===== src/rtl/imm_operand_pipe_if.sv =====
// Valid/ready stream carrying raw instruction fields in and formed immediates out.
// The master drives the upstream offer and the downstream ready; the slave is the pipe.
interface imm_operand_pipe_if #(
    parameter int XLEN  = 32,
    parameter int TAG_W = 32
);
    logic             in_valid;
    logic             in_ready;
    logic [24:0]      in_instr;
    logic [2:0]       in_type;
    logic [TAG_W-1:0] in_tag;
    logic             out_valid;
    logic             out_ready;
    logic [XLEN-1:0]  out_imm;
    logic [TAG_W-1:0] out_tag;
    logic             out_err;

    modport master (
        output in_valid, in_instr, in_type, in_tag, out_ready,
        input  in_ready, out_valid, out_imm, out_tag, out_err
    );

    modport slave (
        input  in_valid, in_instr, in_type, in_tag, out_ready,
        output in_ready, out_valid, out_imm, out_tag, out_err
    );
endinterface


===== src/rtl/imm_operand_pipe.sv =====
// Decode-stage immediate generator: forms the immediate at the input and carries it,
// with its tag and malformed flag, through a main register backed by one skid register.
module imm_operand_pipe #(
    parameter int XLEN      = 32,
    parameter int TAG_W     = 32,
    parameter int ERR_CNT_W = 8
) (
    input  logic                 clk,
    input  logic                 rst_n,
    input  logic                 flush,
    imm_operand_pipe_if.slave    bus,
    output logic [ERR_CNT_W-1:0] err_cnt
);
    localparam logic [2:0] T_ITYPE  = 3'd1;
    localparam logic [2:0] T_STYPE  = 3'd2;
    localparam logic [2:0] T_BTYPE  = 3'd3;
    localparam logic [2:0] T_UTYPE  = 3'd4;
    localparam logic [2:0] T_JTYPE  = 3'd5;
    localparam logic [2:0] T_ZTYPE  = 3'd6;
    localparam logic [2:0] T_SHTYPE = 3'd7;

    // Indexed by instruction bit number so the fields read like the ISA manual.
    logic [31:7] ins;
    logic        s;
    assign ins = bus.in_instr;
    assign s   = ins[31];

    logic [XLEN-1:0] new_imm;
    logic            new_err;

    always_comb begin
        new_imm = '0;
        new_err = 1'b0;
        case (bus.in_type)
            T_ITYPE:  new_imm = {{(XLEN-11){s}}, ins[30:20]};
            T_STYPE:  new_imm = {{(XLEN-11){s}}, ins[30:25], ins[11:7]};
            T_BTYPE:  new_imm = {{(XLEN-12){s}}, ins[7], ins[30:25], ins[11:8], 1'b0};
            T_UTYPE:  new_imm = {{(XLEN-31){s}}, ins[30:12], 12'b0};
            T_JTYPE:  new_imm = {{(XLEN-20){s}}, ins[19:12], ins[20], ins[30:21], 1'b0};
            T_ZTYPE:  new_imm = {{(XLEN-5){1'b0}}, ins[19:15]};
            T_SHTYPE: begin
                if (XLEN == 64) begin
                    new_imm = {{(XLEN-6){1'b0}}, ins[25:20]};
                end else begin
                    new_imm = {{(XLEN-5){1'b0}}, ins[24:20]};
                    new_err = ins[25];
                end
            end
            default:  new_imm = '0;
        endcase
    end

    logic             main_vld, skid_vld, rdy;
    logic [XLEN-1:0]  main_imm, skid_imm;
    logic [TAG_W-1:0] main_tag, skid_tag;
    logic             main_err, skid_err;

    logic accept, xfer;
    logic main_vld_n, skid_vld_n;
    logic ld_main_new, ld_main_skid, ld_skid;

    assign accept = bus.in_valid & rdy;
    assign xfer   = main_vld & bus.out_ready;

    always_comb begin
        main_vld_n   = main_vld;
        skid_vld_n   = skid_vld;
        ld_main_new  = 1'b0;
        ld_main_skid = 1'b0;
        ld_skid      = 1'b0;
        if (flush) begin
            main_vld_n = 1'b0;
            skid_vld_n = 1'b0;
        end else begin
            if (xfer && skid_vld) begin
                ld_main_skid = 1'b1;
                skid_vld_n   = 1'b0;
            end else if (xfer) begin
                main_vld_n = 1'b0;
            end
            if (accept) begin
                if (!main_vld || (xfer && !skid_vld)) begin
                    ld_main_new = 1'b1;
                    main_vld_n  = 1'b1;
                end else begin
                    ld_skid    = 1'b1;
                    skid_vld_n = 1'b1;
                end
            end
        end
    end

    always_ff @(posedge clk or negedge rst_n) begin
        if (!rst_n) begin
            main_vld <= 1'b0;
            skid_vld <= 1'b0;
            rdy      <= 1'b1;
            main_imm <= '0;
            main_tag <= '0;
            main_err <= 1'b0;
            skid_imm <= '0;
            skid_tag <= '0;
            skid_err <= 1'b0;
        end else begin
            main_vld <= main_vld_n;
            skid_vld <= skid_vld_n;
            // Registered ready: low exactly while the skid holds an entry.
            rdy      <= !skid_vld_n;
            if (ld_main_skid) begin
                main_imm <= skid_imm;
                main_tag <= skid_tag;
                main_err <= skid_err;
            end else if (ld_main_new) begin
                main_imm <= new_imm;
                main_tag <= bus.in_tag;
                main_err <= new_err;
            end
            if (ld_skid) begin
                skid_imm <= new_imm;
                skid_tag <= bus.in_tag;
                skid_err <= new_err;
            end
        end
    end

    // A transfer coinciding with flush has still been taken downstream, so it counts.
    always_ff @(posedge clk or negedge rst_n) begin
        if (!rst_n) begin
            err_cnt <= '0;
        end else if (xfer && main_err && !(&err_cnt)) begin
            err_cnt <= err_cnt + 1'b1;
        end
    end

    assign bus.in_ready  = rdy;
    assign bus.out_valid = main_vld;
    assign bus.out_imm   = main_imm;
    assign bus.out_tag   = main_tag;
    assign bus.out_err   = main_err;
endmodule


===== src/flat_wrapper.sv =====
// flat-port wrapper written by rule: the top's interface ports become plain ports
module imm_operand_pipe_flat 
#(
    parameter int XLEN      = 32,
    parameter int TAG_W     = 32,
    parameter int ERR_CNT_W = 8
)
  (clk, rst_n, flush, err_cnt, bus_in_valid, bus_in_instr, bus_in_type, bus_in_tag, bus_out_ready, bus_in_ready, bus_out_valid, bus_out_imm, bus_out_tag, bus_out_err);
  imm_operand_pipe_if #(.XLEN(XLEN), .TAG_W(TAG_W)) bus_i ();
  input  logic clk;
  input  logic rst_n;
  input  logic flush;
  output logic [ERR_CNT_W-1:0] err_cnt;
  input wire logic [$bits(bus_i.in_valid)-1:0] bus_in_valid;
  input wire logic [$bits(bus_i.in_instr)-1:0] bus_in_instr;
  input wire logic [$bits(bus_i.in_type)-1:0] bus_in_type;
  input wire logic [$bits(bus_i.in_tag)-1:0] bus_in_tag;
  input wire logic [$bits(bus_i.out_ready)-1:0] bus_out_ready;
  output wire logic [$bits(bus_i.in_ready)-1:0] bus_in_ready;
  output wire logic [$bits(bus_i.out_valid)-1:0] bus_out_valid;
  output wire logic [$bits(bus_i.out_imm)-1:0] bus_out_imm;
  output wire logic [$bits(bus_i.out_tag)-1:0] bus_out_tag;
  output wire logic [$bits(bus_i.out_err)-1:0] bus_out_err;
  assign bus_i.in_valid = bus_in_valid;
  assign bus_i.in_instr = bus_in_instr;
  assign bus_i.in_type = bus_in_type;
  assign bus_i.in_tag = bus_in_tag;
  assign bus_i.out_ready = bus_out_ready;
  assign bus_in_ready = bus_i.in_ready;
  assign bus_out_valid = bus_i.out_valid;
  assign bus_out_imm = bus_i.out_imm;
  assign bus_out_tag = bus_i.out_tag;
  assign bus_out_err = bus_i.out_err;
  imm_operand_pipe #(.XLEN(XLEN), .TAG_W(TAG_W), .ERR_CNT_W(ERR_CNT_W)) u_core (.clk(clk), .rst_n(rst_n), .flush(flush), .bus(bus_i), .err_cnt(err_cnt));
endmodule

===== config.mk =====
export PLATFORM = sky130hd
export DESIGN_NAME = imm_operand_pipe_flat
export DESIGN_NICKNAME = d
export VERILOG_FILES = /design/src/rtl/imm_operand_pipe_if.sv /design/src/rtl/imm_operand_pipe.sv /design/src/flat_wrapper.sv
export SDC_FILE = /design/constraint.sdc
export NUM_CORES = 1
export LEC_CHECK = 0
export BUFFER_PORTS_ARGS = -buffer_cell sky130_fd_sc_hd__buf_4
export CAP_MARGIN = 20
export CORE_MARGIN = 2
export CORE_UTILIZATION = 54
export DETAILED_ROUTE_END_ITERATION = 8
export GPL_ROUTABILITY_DRIVEN = 1
export MAX_ROUTING_LAYER = met4
export PLACE_DENSITY = 0.8
export REMOVE_ABC_BUFFERS = 1
export SLEW_MARGIN = 20
export SYNTH_ARGS = -nofsm -noshare
export SYNTH_HDL_FRONTEND = slang
export SYNTH_SLANG_ARGS = --single-unit
export TNS_END_PERCENT = 5

===== constraint.sdc =====
create_clock -name clk -period 2.2 [get_ports clk]
set_clock_uncertainty 0.15 [all_clocks]
set_input_delay 0.44 -clock clk [delete_from_list [all_inputs] [get_ports clk]]
set_output_delay 0.44 -clock clk [all_outputs]
set_load 0.1 [all_outputs]

==> impl_results.md, run 1 <==
- Outcome: complete, no violations
- Initial core utilization: 0.5583
- Post-synth top cells: dfrtp_1, nand2_1, mux2_2, nor2_1, o21ai_0
- Fin crit share: 0.9474
- Clk buf depth: 2
- H-tree levels: 4
- Hold Path Class: input port to register
- Peak supply drop: 649.5 uV
- Final net count: 750
- First-pass GRT wire length: 24.77 mm
- Rows: 38
- Post-synth top area share: 0.5764
- Wire per inst: ~19 um
- P_leak: roughly 3.7 nW
- Asr flop ratio synth: 1.000
- IO buf count: roughly 140
- Gr usage total: 0.2745
- Crit Path Max Fanout: 22
- Post-route DRC: 0
- Critical Path RT: roughly 2.4 ns
- FF-to-FF path depth: 5
- Critical path arrival: 2.32 ns
- Iter 0 DRT Violations: approximately 270
- Syn_area_per_cell: 10.99 um^2
- Worst Setup EP: u_core.bus.out_imm[18]
- Reg2Reg Setup Slack: 0.24 ns
- Worst r2r src: u_core.bus.in_ready
- Root Buffer: clkbuf_8
- Setup CP Type: input port to register
- Share of layout cells above drive strength 1: 0.3486
- # diodes: 0
- Post-synth EDFFs: 0
- Routed wire length: 15.49 mm
- CTS Buf Count: 17
- Synth cell types: 40
- Largest net degree at the start of global routing: 65
- Sink Count: 141
- Synth Register Bits: 141
- DR pass1 iterations: 5
- RePlAce Congestion: 0.8416
- CTS tree: built
- Reg2reg end: u_core.bus.out_imm[18]
- Initial antenna violation count: 0
- MaxCap Viol Count: 0
- Most frequent cell after synthesis: dfrtp_1
- Vias in the first global route: about 5000
- Mapped Area: 6078 um^2
- Detail Route Antenna Nets: 0
- Gr ovfl total: 0
- Hold path depth: 2
- Vias: between 4000 and 5000
- Period minus WS final: 2.084 ns
- CP startpoint kind: input port
- Fin. Hold Viols: 0
- TNS Setup: 0 ns
- Die extent in x: between 100 and 150 um
- Placeable Area: 10890 um^2
- Vias per cell: 5.886
- Final setup violation count: 0
- Area growth, synth to finish: 29.87%
- Worst-Margin Slew: 0.7301 ns
- Syn Inst Count: roughly 550
- Max Slew Vio Count: 0
- Sequential fraction of the synthesis area: 0.5807
- PD cells: 1194 nW/um^2
- Post-synth top area cell: dfrtp_1
- Post-CTS Setup Bufs: 0
- HPWL after detailed placement: about 10 mm
- Die span in y: ~110 um
- Register clock-pin slew on the reported worst setup and hold paths: 0.07 ns
- DIE AREA: 12120 um^2
- Synth Warn #: 0
- Worst slew margin: 0.5123
- CP Capture Type: register
- Worst Setup SP: flush
- Max Clk Rate: 0.4798 GHz
- Prevailing post-synth register cell: dfrtp_1
- Tot Pwr: 9.427 mW
- Unrepaired setup endpoints after global routing: no
- Worst-Skew Late Latency: slightly above 0.5 ns
- # IOs: 140
- Synth top area cells: dfrtp_1, mux2_2, nand2_1
## layout by cell type, fill, tap and decap left out, types with 6 or more instances in the layout
master     count
buf_4        145
buf_12         6
nor2b_1        7
and2_1        18
mux2_2        51
a221o_1       22
o221ai_1      10
clkbuf_16     16
dfrtp_1      140
nand2_1       59
inv_1         13
nor3_1        32
nor2_1        48
o21ai_0       35
o22ai_1       32
## metal layers
layer  GRT usage  wire, um  part of all wire
met5           -         0                 0
met4     0.09375       235             0.015
met2      0.4185      7495              0.48
met1      0.3749      6750              0.44
met3     0.05115      1007             0.065
## sequential cells by signal (all words and copies together), names as in the netlist
| signal | flops |
|---|---|
| u_core.bus.out_imm | 32 |
| u_core.bus.out_tag | 32 |
| u_core.skid_imm | 32 |
| u_core.skid_tag | 32 |
| u_core.err_cnt | 8 |
| u_core.bus.in_ready | 1 |
| u_core.bus.out_err | 1 |
| u_core.bus.out_valid | 1 |
| u_core.skid_err | 1 |
| u_core.skid_vld | 1 |
## worst min-delay path by stage
stage                        start                  end  slack [ns]
finish              bus_in_tag[22]  u_core.skid_tag[22]        0.02
global route        bus_in_tag[26]  u_core.skid_tag[26]       0.002
CTS                 bus_in_tag[22]  u_core.skid_tag[22]       0.004
detailed placement           rst_n  u_core.skid_tag[29]        0.24
global placement             rst_n  u_core.skid_tag[29]        0.24
floorplan                    rst_n   u_core.bus.out_err      -0.006
## timing repair
action / CTS / global route
hold buffers: 2 / 0
hold endpoints to repair: 42 / 0
gates resized for setup: 0 / 0
## through the flow
stage	area (um^2)	cells	setup slack, ns	hold WS, ns	utilization
floorplan	5879	511	-2.546	-0.005591	-
global placement	7303	803	0.06452	0.2379	0.6708
detailed placement	7303	803	-0.04023	0.2415	0.6708
CTS	7894	837	0.1331	0.003906	0.7250
global route	7894	837	0.04756	0.001803	0.7250
finish	7894	837	0.1157	0.01890	0.7250
## where the power goes
part	leakage (nW)	internal, mW	switching, mW	total, mW
clock	0.276	1.58	1.14	2.72
sequential	1.73	3.14	0.350	3.49
combinational	1.68	0.820	2.39	3.21
## layout make-up
class	instances	area, um^2
Clock inverter	13	128.9
Clock buffer	19	441.7
Multi-Input combinational cell	357	2330
Inverter	13	48.80
Fill cell	794	2994
Tap cell	140	175.2
Timing Repair Buffer	154	1240
Sequential cell	141	3530
## critical path, stage by stage
cell           delay [ns]
dlygate4sd3_1        0.54
buf_4                0.15
and3b_1              0.29
a21boi_4             0.24
nor2_1               0.06
buf_4                0.22
a221o_1              0.39
## cells by family (layout without fill, tap and decap cells)
group	after synthesis	count (layout)	share of synthesized area
and+or+nand+nor	182	182	0.1375
DFF	141	141	0.5807
AOI/OAI and AO/OA	117	117	0.1352
buffers and inverters	55	199	0.04076
muxes	54	54	0.09942
xor gates and xnor gates	3	3	0.004324
adders and majority gates	1	1	0.002058
No activity file was read; power rests on OpenSTA's default activity.
==> run 2, diff against run 1 <==
Settings changed: CORE_UTILIZATION 54 to 36, PLACE_DENSITY 0.8 to 0.57, SLEW_MARGIN 20 to 40.
==> run 2 against run 1 <==
  * Global-route usage fell by 8.9 points
  * Total power rose by 1.6%
  * Utilization decreased by 24 points
  * Setup slack improved by 0.18 ns
  * Cell area up 1.9%
  * Non-clock buffer count rose by 5
  * Largest cell class unchanged
==> impl_results.md, run 2 (synthesized netlist as in run 1, its figures left out) <==
- Fin area: 8041 um^2 (+1.9%)
- Max Clk Rate: 0.5259 GHz (+9.6%)
- CTS Hold Bufs: 1 (-1)
- Root Buffer: clkbuf_16
- Commonest non-fill, non-tap cells in the layout: buf_4, dfrtp_1, nand2_1
- Placeable Area: 16520 um^2 (+52%)
- Outcome: complete, no violations
- Final setup violation count: 0 (unchanged)
- Period minus WS final: 1.901 ns (-0.1828 ns)
- CP startpoint kind: input port
- Post-CTS Setup Bufs: 0 (unchanged)
- Crit Path Max Fanout: 12 (-45%)
- First-pass GRT wire length: 25.59 mm (+3.3%)
- HPWL after detailed placement: 10.65 mm (+5.3%)
- Setup CP Type: input port to register
- CTS Buf Count: 17 (unchanged)
- Max Slew Vio Count: 0 (unchanged)
- Initial antenna violation count: 0 (unchanged)
- Critical Path RT: 2.34 ns (-0.09 ns)
- Gr usage total: 0.1859 (-0.08864)
- CP cell instances: buf_4 > nor2b_1 > o21ai_1 > o21ai_0 > a221o_1
- Worst-Margin Slew: 0.7934 ns (+0.06325 ns)
- MaxCap Viol Count: 0 (unchanged)
- Rows: 47 (+24%)
- Peak supply drop: 555.5 uV (-14%)
- Buf/Inv on CP: 1 (-2)
- Area growth, synth to finish: 32.30%
- Slowest CP cell: o21ai_1
- Vias per cell: 5.200 (-12%)
- Vias in the first global route: 4947 (-0.48%)
- Initial core utilization: 0.3678 (-0.1904)
- CTS tree: built
- Fin crit share: 0.8643 (-0.08309)
- CP Capture Type: register
- Share of layout cells above drive strength 1: 0.3547 (+0.006064)
- PD cells: 1191 nW/um^2 (-0.25%)
- Critical path arrival: 2.04 ns (-0.28 ns)
- Final net count: 755 (+0.67%)
- Gr ovfl total: 0 (unchanged)
- Placed Area: 7426 um^2 (+1.7%)
- Largest net degree at the start of global routing: 52 (-20%)
- # IOs: 140 (unchanged)
- Commonest non-fill, non-tap cell in the layout: buf_4
- Hold Path Class: input port to register
- Die extent in x: 133.9 um (+22%)
- Setup WS pre-CTS: -0.1429 ns (-0.1026 ns)
- Tot Pwr: 9.579 mW (+1.6%)
- Worst path top cell family by delay: compound AO/OA/AOI/OAI gates
- Post-CTS sizing: 0 (unchanged)
- H-tree levels: 4 (unchanged)
- Vias: 4794 (-2.7%)
- CP peak stage delay: 0.65 ns (+0.11 ns)
- # diodes: 0 (unchanged)
- Unrepaired setup endpoints after global routing: no
- Iter 0 DRT Violations: 317 (+20%)
- Die span in y: 133.9 um (+22%)
- WHS: 0.05299 ns (+0.03409 ns)
- DIE AREA: 17940 um^2 (+48%)
- Detail Route Antenna Nets: 0 (unchanged)
- DR pass1 iterations: 4 (-1)
- Wire per inst: 16.96 um (-8.3%)
- Post-route DRC: 0 (unchanged)
- Sink Count: 141 (unchanged)
- RePlAce Congestion: 0.8585 (+2.0%)
- Final worst setup slack: 0.2985 ns (+0.1828 ns)
- Worst slew margin: 0.4675 (-0.04471)
- Routed wire length: 15.64 mm (+0.96%)
- Clk buf depth: 2 (unchanged)
- Fin. Hold Viols: 0 (unchanged)
- P_leak: 3.728 nW (+1.1%)
- Worst-Skew Late Latency: 0.41 ns (-0.10 ns)
- Register clock-pin slew on the reported worst setup and hold paths: 0.06 ns (about the same)
- IO buf count: 139 (unchanged)
[run 2: path summary, 6_finish.rpt]
check	start	end	slack [ns]	cells after the start
max	bus_in_type[1]	u_core.bus.out_imm[26]	0.30	5
max in group asynchronous	rst_n	u_core.skid_tag[26]	0.90	3
min reg2reg	u_core.skid_imm[9]	u_core.bus.out_imm[9]	0.33	2
min	flush	u_core.bus.out_valid	0.05	2
max reg2reg	u_core.skid_vld	u_core.bus.out_err	0.33	4
min in group asynchronous	rst_n	u_core.bus.out_imm[4]	0.36	2
[run 2: final cells by class]
type | count | area [um^2]
Fill cell | 1522 | 8483
Sequential cell | 141 | 3530
Multi-Input combinational cell | 357 | 2332
Timing Repair Buffer | 159 | 1250
Clock buffer | 23 | 498.0
Tap cell | 220 | 275.3
Clock inverter | 9 | 107.6
Inverter | 13 | 48.80
[run 2: where the power goes]
group          switching (mW)  leakage, nW  total, mW  internal [mW]
clock network            1.08        0.296       2.90           1.82
registers               0.336         1.73       3.48           3.14
logic                    2.37         1.70       3.19          0.821
total                    3.79         3.73       9.58           5.79
[run 2: stage by stage]
| stage | util | TNS, ns | instances |
|---|---|---|---|
| global route | 0.4866 | 0 | 922 |
| global placement | 0.4494 | -0.01137 | 889 |
| floorplan | - | -231.55 | 511 |
| finish | 0.4866 | 0 | 922 |
| detailed placement | 0.4494 | -1.856 | 889 |
| CTS | 0.4866 | 0 | 922 |
[run 2: layer usage]
metal / vias to the layer above / share of wire / track usage
met4: 0 / 0.019 / 0.07151
met2: 126 / 0.50 / 0.3011
met5: - / 0 / -
li1: 2252 / - / -
met1: 2396 / 0.44 / 0.2292
met3: 20 / 0.040 / 0.03930
